===== src/rtl/fec_secded_decoder.sv =====
// Receive-side SECDED decoder: two extended Hamming(8,4) codewords per 16-bit word, decoded low then high.
// Optional saturating error statistics are built only when FEC_ERR_COUNT_EN is defined.
module fec_secded_decoder #(
    parameter int COUNT_W = 16
) (
    input  logic               clk,
    input  logic               rst_n,
    input  logic               en,
    input  logic               req,
    input  logic [15:0]        data_in,
    input  logic               clr_count,
    output logic               ack,
    output logic [7:0]         data_out,
    output logic               err_corrected,
    output logic               err_uncorrectable,
    output logic [COUNT_W-1:0] corr_count,
    output logic [COUNT_W-1:0] uncorr_count
);

    typedef enum logic [1:0] {
        IDLE   = 2'd0,
        DEC_LO = 2'd1,
        DEC_HI = 2'd2,
        DONE   = 2'd3
    } state_t;

    state_t      state_r;
    logic [15:0] word_r;
    logic [3:0]  lo_nib_r;
    logic        lo_single_r;
    logic        lo_double_r;
    logic        ack_r;
    logic [7:0]  data_out_r;
    logic        err_corr_r;
    logic        err_uncorr_r;

    logic [5:0]  lo_dec_s;
    logic [5:0]  hi_dec_s;
    logic        word_single_s;
    logic        word_double_s;
    logic        complete_s;

    // Syndrome {s4,s2,s1}; a nonzero value names the bit position in error.
    function automatic logic [2:0] secded_syndrome(input logic [7:0] c);
        return {c[4] ^ c[5] ^ c[6] ^ c[7],
                c[2] ^ c[3] ^ c[6] ^ c[7],
                c[1] ^ c[3] ^ c[5] ^ c[7]};
    endfunction

    // Returns {double, single, d3, d2, d1, d0}; odd overall parity means one flipped bit at the syndrome position.
    function automatic logic [5:0] secded_decode(input logic [7:0] c);
        logic [2:0] syn;
        logic [7:0] fixed;
        logic       single;
        logic       dbl;
        syn    = secded_syndrome(c);
        fixed  = c;
        single = 1'b0;
        dbl    = 1'b0;
        if (^c) begin
            fixed  = c ^ (8'b0000_0001 << syn);
            single = 1'b1;
        end else if (syn != 3'd0) begin
            dbl = 1'b1;
        end else begin
            fixed = c;
        end
        return {dbl, single, fixed[7], fixed[6], fixed[5], fixed[3]};
    endfunction

    // Decode both halves of the captured word and merge the per-word error class.
    always_comb begin
        lo_dec_s      = secded_decode(word_r[7:0]);
        hi_dec_s      = secded_decode(word_r[15:8]);
        word_double_s = lo_double_r | hi_dec_s[5];
        word_single_s = ~word_double_s & (lo_single_r | hi_dec_s[4]);
        complete_s    = en & (state_r == DEC_HI);
    end

    // Handshake FSM with registered outputs; en=0 freezes everything.
    always_ff @(posedge clk or negedge rst_n) begin
        if (!rst_n) begin
            state_r      <= IDLE;
            word_r       <= 16'h0000;
            lo_nib_r     <= 4'h0;
            lo_single_r  <= 1'b0;
            lo_double_r  <= 1'b0;
            ack_r        <= 1'b0;
            data_out_r   <= 8'h00;
            err_corr_r   <= 1'b0;
            err_uncorr_r <= 1'b0;
        end else if (en) begin
            case (state_r)
                IDLE: begin
                    if (req) begin
                        word_r  <= data_in;
                        state_r <= DEC_LO;
                    end else begin
                        state_r <= IDLE;
                    end
                end
                DEC_LO: begin
                    lo_nib_r    <= lo_dec_s[3:0];
                    lo_single_r <= lo_dec_s[4];
                    lo_double_r <= lo_dec_s[5];
                    state_r     <= DEC_HI;
                end
                DEC_HI: begin
                    data_out_r   <= {hi_dec_s[3:0], lo_nib_r};
                    err_corr_r   <= word_single_s;
                    err_uncorr_r <= word_double_s;
                    ack_r        <= 1'b1;
                    state_r      <= DONE;
                end
                DONE: begin
                    if (!req) begin
                        ack_r   <= 1'b0;
                        state_r <= IDLE;
                    end else begin
                        ack_r   <= 1'b1;
                        state_r <= DONE;
                    end
                end
                default: begin
                    ack_r   <= 1'b0;
                    state_r <= IDLE;
                end
            endcase
        end
    end

    assign ack               = ack_r;
    assign data_out          = data_out_r;
    assign err_corrected     = err_corr_r;
    assign err_uncorrectable = err_uncorr_r;

`ifdef FEC_ERR_COUNT_EN
    logic [COUNT_W-1:0] corr_cnt_r;
    logic [COUNT_W-1:0] uncorr_cnt_r;

    // Saturating statistics; a clear on the completion edge beats the increment.
    always_ff @(posedge clk or negedge rst_n) begin
        if (!rst_n) begin
            corr_cnt_r   <= {COUNT_W{1'b0}};
            uncorr_cnt_r <= {COUNT_W{1'b0}};
        end else if (en && clr_count) begin
            corr_cnt_r   <= {COUNT_W{1'b0}};
            uncorr_cnt_r <= {COUNT_W{1'b0}};
        end else if (complete_s) begin
            if (word_double_s) begin
                if (uncorr_cnt_r != {COUNT_W{1'b1}}) begin
                    uncorr_cnt_r <= uncorr_cnt_r + {{(COUNT_W-1){1'b0}}, 1'b1};
                end else begin
                    uncorr_cnt_r <= uncorr_cnt_r;
                end
            end else if (word_single_s) begin
                if (corr_cnt_r != {COUNT_W{1'b1}}) begin
                    corr_cnt_r <= corr_cnt_r + {{(COUNT_W-1){1'b0}}, 1'b1};
                end else begin
                    corr_cnt_r <= corr_cnt_r;
                end
            end else begin
                corr_cnt_r <= corr_cnt_r;
            end
        end else begin
            corr_cnt_r   <= corr_cnt_r;
            uncorr_cnt_r <= uncorr_cnt_r;
        end
    end

    assign corr_count   = corr_cnt_r;
    assign uncorr_count = uncorr_cnt_r;
`else
    logic unused_count_s;
    assign unused_count_s = clr_count ^ complete_s;
    assign corr_count     = {COUNT_W{1'b0}};
    assign uncorr_count   = {COUNT_W{1'b0}};
`endif

endmodule

===== config.mk =====
export PLATFORM = sky130hd
export DESIGN_NAME = fec_secded_decoder
export DESIGN_NICKNAME = d
export VERILOG_FILES = /design/src/rtl/fec_secded_decoder.sv
export SDC_FILE = /design/constraint.sdc
export NUM_CORES = 1
export LEC_CHECK = 0
export CAP_MARGIN = 30
export CORE_MARGIN = 2
export CORE_UTILIZATION = 51
export CTS_CLUSTER_DIAMETER = 50
export DETAILED_ROUTE_END_ITERATION = 16
export PLACE_DENSITY = 0.87
export SLEW_MARGIN = 20
export SYNTH_ARGS = -nofsm -noshare
export SYNTH_HDL_FRONTEND = slang
export SYNTH_SLANG_ARGS = --single-unit
export TNS_END_PERCENT = 50

===== constraint.sdc =====
create_clock -name clk -period 4.21 [get_ports clk]
set_clock_uncertainty 0.1 [all_clocks]
set_input_delay 0.421 -clock clk [delete_from_list [all_inputs] [get_ports clk]]
set_output_delay 0.421 -clock clk [all_outputs]
set_load 0.005 [all_outputs]

# Word-level counts from Yosys, hierarchy flattened
# Cells that the tools add are included.
dict set report word_totals {
  reg_bits 35
  output_inout_bits 43
  elab_cells 61
}
dict set report op_classes {
  n_eq_ne 3
  shifts 2
  muxes 13
  n_bitwise 24
  reduce_logical 10
}
# op count
set ops {}
lappend ops {{$xor A1 B1 Y1} 18}
lappend ops {{$mux W8} 2}
lappend ops {{$reduce_xor A8 Y1} 2}
lappend ops {{$shl A1 B3 Y8 const A} 2}
lappend ops {{$xor A8 B8 Y8} 2}
lappend ops {{$mux W1} 8}
lappend ops {{$pmux W2 S4} 1}
lappend ops {{$reduce_and A2 Y1} 3}
lappend ops {{$reduce_bool A3 Y1} 2}
lappend ops {{$eq A2 B2 Y1 const B} 2}
lappend ops {{$reduce_and A3 Y1} 1}
lappend ops {{$eq A2 B1 Y1 const B} 1}
lappend ops {{$logic_not A2 Y1} 1}
lappend ops {{$mux W2} 1}
lappend ops {{$or A1 B1 Y1} 2}
lappend ops {{$pmux W1 S2} 1}
lappend ops {{$reduce_bool A2 Y1} 1}
lappend ops {{$and A1 B1 Y1} 1}
lappend ops {{$not A1 Y1} 1}

# Longest topological paths before layout
# Gate-level depths: netlist of the first run.
dict set report logic_depth {
  ltp_word 9
  ltp_mapped 6
  mapped_depth_nobuf 5
}

# Least setup slack after synthesis of the first run
# No wires, ideal clock.
dict set report synth_timing {
  path_kind {reg-to-reg}
  startpoint {reg word_r[11]}
  endpoint {reg data_out_r[7] (netlist: data_out[7])}
  arrival_time_ns 1.565
  slack_ns 2.420
  stages_incl_launch_ff 7
  path_buffers 1
  cell_sequence {dfrtp_1 > buf_4 > xor2_2 > or3_4 > a21oi_2 > mux2i_1 > mux2_2}
}
dict set report synth_between {
  elab_chain_len 6
}
# item line
set synth_lines {}
lappend synth_lines {{start: declaration} 28} ;# logic [15:0] word_r;
lappend synth_lines {{start signal: assignment} 96} ;# word_r <= data_in;
lappend synth_lines {{$xor A1 B1 Y1 (on tied branches) (3 in a row)} {47, 46}}
lappend synth_lines {{$shl A1 B3 Y8} 61} ;# fixed = c ^ (8'b0000_0001 << syn);
lappend synth_lines {{$xor A8 B8 Y8} 61}
lappend synth_lines {{$mux W8 *} 60} ;# if (^c) begin
lappend synth_lines {{end signal: assignment} 109} ;# data_out_r <= {hi_dec_s[3:0], lo_nib_r};
lappend synth_lines {{end: declaration} 33} ;# logic [7:0] data_out_r;
# Mark *: on every way between the ends. The rest lies on a longest branch, timed or not.
# A chain may end at the register's enable or synchronous reset.

# Final worst setup path of the first run
dict set report layout_timing {
  startpoint {in en}
  endpoint {reg word_r[13]}
}
dict set report layout_between {
  elab_chain_len 1
}
# item line
set layout_lines {}
lappend layout_lines {{start: declaration} 8} ;# input logic en,
lappend layout_lines {{$reduce_and A3 Y1 (no line)} -}
# Every way passes these cells.

==> impl_metrics.ini, run 1 <==
[run_status]
status = finished clean

[die]
boundaryPins = 64
die_x_um = 69.3
start_util_pct = 53.7
core_area_sq_mm = 0.00406
std_cell_rows = 23
die_area_sq_mm = 0.00481
die_h_um = 69.3

[timing]
period_needed_ps = 2060
fin_setup_tns_ps = 0
period_share_pct = 48.8
worst_pin_slew_ps = 630
maxSlewViolCount = 0
max_freq_mhz = 487
slew_headroom_pct = 57.9
setup_viol = 0
rsz0062_at_grt = no
final_hold_viol_count = 0

[power_and_ir_drop]
seqPwrFrac_pct = 30.2
switchingPower_uw = 941
combPwrFrac_pct = 58.0
peakVddDrop_mv = 0.452
power_uw = 2260
p_int_uw = 1320
pwr-share-clk_pct = 11.8
power_density_mw_per_mm2 = 910
switching_share_pct = 41.7
p_leak_uw = 0.00105

[clock_network]
ctsHoldBuffers = 0
tritoncts = built
clock_latency_ps = 290
clk_pin_slew_worst_paths_ps = 70
cts_setup_buffers = 0
clockRootBuffer = clkbuf_8
cts_sinks = 35
cts-resized-gates = 0
clockBufferDepth = 2
cts_buffers = 5
htree_levels = 2

[global_routing]
grt_pass1_wl_um = 6030
grt_max_degree = 36
antenna_found_initial = 0
grt_overflow = 0
grtUsageTotal_pct = 15.7
grt_pass1_vias = 1316

[logic_synthesis]
yosys_register_bits = 35
syn_area_sq_mm = 0.00218
yosysUniqueCellTypes = 40
syn_inst = 205
synth_edf_count = 0
syn_avg_cell_area_sq_um = 10.6
seq_area_frac_synth_pct = 40.2
async_flop_share_pct = 100
synth_warnings = 0
ys.flop_type = dfrtp_1

[critical_path]
path_max_fanout = 10
cp-end-kind = flop
slowest_stage = clkdlybuf4s50_1
crit_buf_inv = 2
crit_chain = clkdlybuf4s50_1 > nor4bb_4 > buf_6 > mux2_2
critPathLaunchType = primary input
cpPeakStageDelay_ps = 570
path_class = in2reg
worstPathRequired_ps = 4290
arrival_ps = 2130
crit_family = buffers and inverters

[detailed_routing]
antenna_left = 0
drcViolationCount = 0
first_iter_violations = 47
routed_via_density = 5.06
wl_per_cell_um = 12.2
vias = 1433
drt_first_pass_iters = 4
drt-total-wl_um = 3450

[cells_and_area]
area_delta_synth_final_pct = 13.9
diodes = 0
drive_above_1_share_pct = 18.0
fin_cells = 283
final_util_pct = 61.1
fin_area_sq_mm = 0.00248
nNetsFinal = 253

[job]
max_cap_viol_count = 0

[placed_design]
postPlaceCellArea_sq_mm = 0.00237
portBuffers = 30
place_congestion = 0.780
dp.cells = 274
post-dp-hpwl_um = 2580

[worst_hold_path]
min_path_type = reg2reg
## cells by family (layout without fill, tap and decap cells)
| logic type | Yosys count | after routing | share of synthesized area (%) |
|---|---|---|---|
| buffers and inverters | 45 | 42 | 14.6 |
| AOI/OAI and AO/OA | 37 | 37 | 10.9 |
| and+or+nand+nor | 37 | 37 | 8.39 |
| DFF | 35 | 35 | 40.2 |
| xor gates and xnor gates | 29 | 29 | 15.0 |
| muxes | 21 | 21 | 10.7 |
| other | 1 | 32 | 0.172 |
## power by group through the flow
| stage | Clock (uW) | Combinational (uW) | Sequential [uW] |
|---|---|---|---|
| floorplan | 0 | 1130 | 609 |
| global placement | 0 | 1250 | 683 |
| detailed placement | 0 | 1300 | 690 |
| CTS | 274 | 1310 | 685 |
| global route | 288 | 1450 | 713 |
| finish | 266 | 1310 | 682 |
## synth_stat cells (all sizes together) (2+ instances only)
cell	number	area share, %
o22ai	2	0.57
clkbuf	2	0.34
xnor3	2	2.2
xnor2	16	8.0
inv	2	0.34
mux2i	2	0.92
o21ai	10	2.3
buf	41	14
nor2	8	1.4
xor2	11	4.8
nor3	8	1.8
mux2	19	9.8
nand2	12	2.1
a21oi	12	2.9
dfrtp	35	40
o211ai	3	1.0
o31a	2	0.80
nand3	4	1.1
a211oi	3	1.5
## final cells by class
class / instances / area (sq um)
clock buffer: 8 / 100
fill: 329 / 1580
inverter: 2 / 7.51
multi-input combinational: 156 / 1110
sequential: 35 / 876
tap: 50 / 62.6
timing repair buffer: 32 / 319
## metrics by stage
| stage | hold WS (ps) | setup slack [ps] |
|---|---|---|
| 2_1_floorplan | 25.4 | 2420 |
| 3_3_place_gp | 366 | 1700 |
| 3_5_place_dp | 369 | 1690 |
| 4_1_cts | 385 | 1990 |
| 5_1_grt | 410 | 2010 |
| 6_report | 380 | 2150 |
## sequential cells by signal, indices dropped and copies added (netlist names)
name and cells:
err_corrected 1, ack 1, lo_single_r 1, err_uncorrectable 1, lo_nib_r 4, lo_double_r 1, word_r 16, data_out 8
state_r 2
## final timing paths
check                           cells after the start             to          start  slack [ps]
worst max-delay path                                4     word_r[13]             en        2150
worst min-delay path                                2  err_corrected  err_corrected         380
worst max register to register                      3     word_r[13]     state_r[1]        2290
worst min register to register                      2  err_corrected  err_corrected         380
max in group asynchronous                           2    lo_nib_r[1]          rst_n        3220
min in group asynchronous                           2     state_r[1]          rst_n         490
## layer usage
layer | GRT usage (%) | share of wire, % | up-vias
met4 | 9.15 | 2.8 | 0
met5 | 0 | 0 | -
met1 | 19.7 | 43 | 684
met2 | 24.7 | 48 | 49
met3 | 3.92 | 5.7 | 8
li1 | - | - | 692
## placed cells by master, fill, tap and decap left out, drive strengths merged
cell,n
dfrtp,35
conb,32
clkdlybuf4s50,30
mux2,19
xnor2,16
nand2,12
a21oi,12
xor2,11
o21ai,10
nor3,8
nor2,8
clkbuf,8
nand3,4
o211ai,3
a211oi,3
inv,2
o22ai,2
mux2i,2
o31a,2
xnor3,2
buf,2
nand3b,1
and3,1
a31oi,1
a31o,1
or3,1
nor4bb,1
a21boi,1
a21o,1
o31ai,1
or2,1
## worst min-delay path, stage by stage, from the launching register on
cell,delay (ps)
dfrtp_1,340
nand2_1,50
o31ai_1,60
No activity file was read; power rests on OpenSTA's default activity.
==> inputs of run 2 (changes only) <==
- CORE_UTILIZATION: 51 -> 43
- PLACE_DENSITY: 0.87 -> 0.79
- clock period: 4.21 -> 1.87 ns (I/O delays scaled with it)
==> impl_metrics.ini, run 2 (synthesis gave the netlist of run 1 again) <==
[run_status]
status = finished clean

[cells_and_area]
drive_above_1_share_pct = 24.3
final_cell_mix = dfrtp_1, conb_1, clkdlybuf4s50_1, mux2_2, buf_4
largest_reg_flops = 16
fin_area_sq_mm = 0.00260
nNetsFinal = 269
mostFrequentLayoutCell = dfrtp_1
regMostFlops = word_r
diodes = 0
area_delta_synth_final_pct = 19.5

[power_and_ir_drop]
peakVddDrop_mv = 1.17
p_int_uw = 3190
p_leak_uw = 0.00112
switching_share_pct = 40.6
power_density_mw_per_mm2 = 2060
combPwrFrac_pct = 62.8
switchingPower_uw = 2180
seqPwrFrac_pct = 28.1
pwr-share-clk_pct = 9.1

[timing]
final_hold_viol_count = 0
rsz0062_at_grt = yes
period_share_pct = 98.9
setup_slack_ps = 20.9
period_needed_ps = 1850
setup_viol = 0
maxSlewViolCount = 0
max_freq_mhz = 541

[clock_network]
clk_pin_slew_worst_paths_ps = 60
tritoncts = built
cts_buffers = 5
ctsHoldBuffers = 0
clockRootBuffer = clkbuf_8
clockBufferDepth = 2
clock_latency_ps = 280
htree_levels = 2
cts_sinks = 35

[detailed_routing]
wl_met2_um = 1640
antenna_left = 0
maxUsedRoutingLayer = met4
routed_via_density = 4.60
dr_wl_met3_um = 238
vias = 1445
wl_per_cell_um = 11.3
first_iter_violations = 78
drcViolationCount = 0
drt_first_pass_iters = 4
wl_met1_um = 1590
drt-total-wl_um = 3550

[placed_design]
post-dp-hpwl_um = 2730
preCtsSetupSlack_ps = 30.9
place_congestion = 0.801
postPlaceCellArea_sq_mm = 0.00251
portBuffers = 30

[critical_path]
path_max_fanout = 8
worstPathRequired_ps = 1980
arrival_ps = 1960
cpPeakStageDelay_ps = 490
crit_buf_inv = 0
crit_family = XOR/XNOR gates
cp-end-kind = flop
slowest_stage = xnor3_4
critPathLaunchType = flop
crit_chain = xnor3_4 > xnor2_4 > o211ai_1 > xor2_1 > o21ai_1
path_class = reg2reg

[job]
max_cap_viol_count = 0

[global_routing]
grt_pass1_vias = 1319
grt_pass1_wl_um = 5830
antenna_found_initial = 0
grtUsageTotal_pct = 13.7
grt_max_degree = 36
grt_overflow = 0

[die]
std_cell_rows = 25
die_h_um = 75.2
boundaryPins = 64
die_area_sq_mm = 0.00565
start_util_pct = 45.2
core_area_sq_mm = 0.00482
die_x_um = 75.2

[worst_hold_path]
min_path_type = in2async
run 2: path summary, 6_finish.rpt:
path	to	slack (ps)	startpoint	cells after the start
worst max register to register	data_out[6]	20	word_r[14]	5
worst min register to register	err_uncorrectable	390	err_uncorrectable	2
min in group clk	word_r[9]	360	data_in[9]	3
worst min-delay path	word_r[9]	210	rst_n	2
worst max-delay path	data_out[6]	20	word_r[14]	5
max in group asynchronous	word_r[14]	1120	rst_n	2
run 2: area by class of cell:
| cell class | count | area (sq um) |
|---|---|---|
| fill | 434 | 2220 |
| multi-input combinational | 156 | 1120 |
| sequential | 35 | 878 |
| timing repair buffer | 48 | 435 |
| tap | 67 | 83.8 |
| clock buffer | 6 | 72.6 |
| inverter | 2 | 7.51 |
run 2: worst reg2reg max path, cell delays in order (launching register included):
cell and delay, ps:
dfrtp_2 450, xnor3_4 490, xnor2_4 300, o211ai_1 160, xor2_1 170, o21ai_1 110
run 2: per-stage QoR:
stage | setup TNS (ps) | total power, uW | cells | hold WS [ps] | utilization (%)
finish | 0 | 5360 | 314 | 209 | 54.0
CTS | 0 | 5330 | 313 | 222 | 53.6
global route | -91.5 | 5800 | 314 | 252 | 54.0
detailed placement | 0 | 4810 | 307 | 375 | 52.1
floorplan | 0 | 3920 | 236 | -209 | -
global placement | 0 | 4700 | 307 | 363 | 52.1
run 2: power by group through the flow:
stage / combinational (uW) / sequential (uW) / clock, uW
after floorplan: 2550 / 1370 / 0
after global placement: 3200 / 1500 / 0
after detailed placement: 3290 / 1520 / 0
after CTS: 3310 / 1510 / 517
after global routing: 3680 / 1570 / 552
final: 3370 / 1500 / 488
run 2: what timing repair did:
item / 4_1_cts / 5_1_grt
endpoints found under the setup margin: 0 / 5
resized for setup: 0 / 5
setup buffers: 0 / 1
run 2: routing by layer:
metal | vias to the layer above | track usage [%]
met1 | 660 | 17.7
met5 | - | 0
li1 | 720 | -
met4 | 0 | 6.43
met3 | 8 | 4.95
met2 | 57 | 20.6
==> inputs of run 3 (changes only) <==
==> constraint.sdc (replaced) <==
create_clock -name clk -period 1.87 [get_ports clk]
set_clock_uncertainty 0.1 [all_clocks]
set_input_delay 0.187 -clock clk [delete_from_list [all_inputs] [get_ports clk]]
set_output_delay 0.187 -clock clk [all_outputs]
set_load 0.01 [all_outputs]
==> results of run 3 <==
The final DEF is identical to that of run 2. Status: finished clean.
Main changes from that run: total power 5360 uW -> 5420 uW
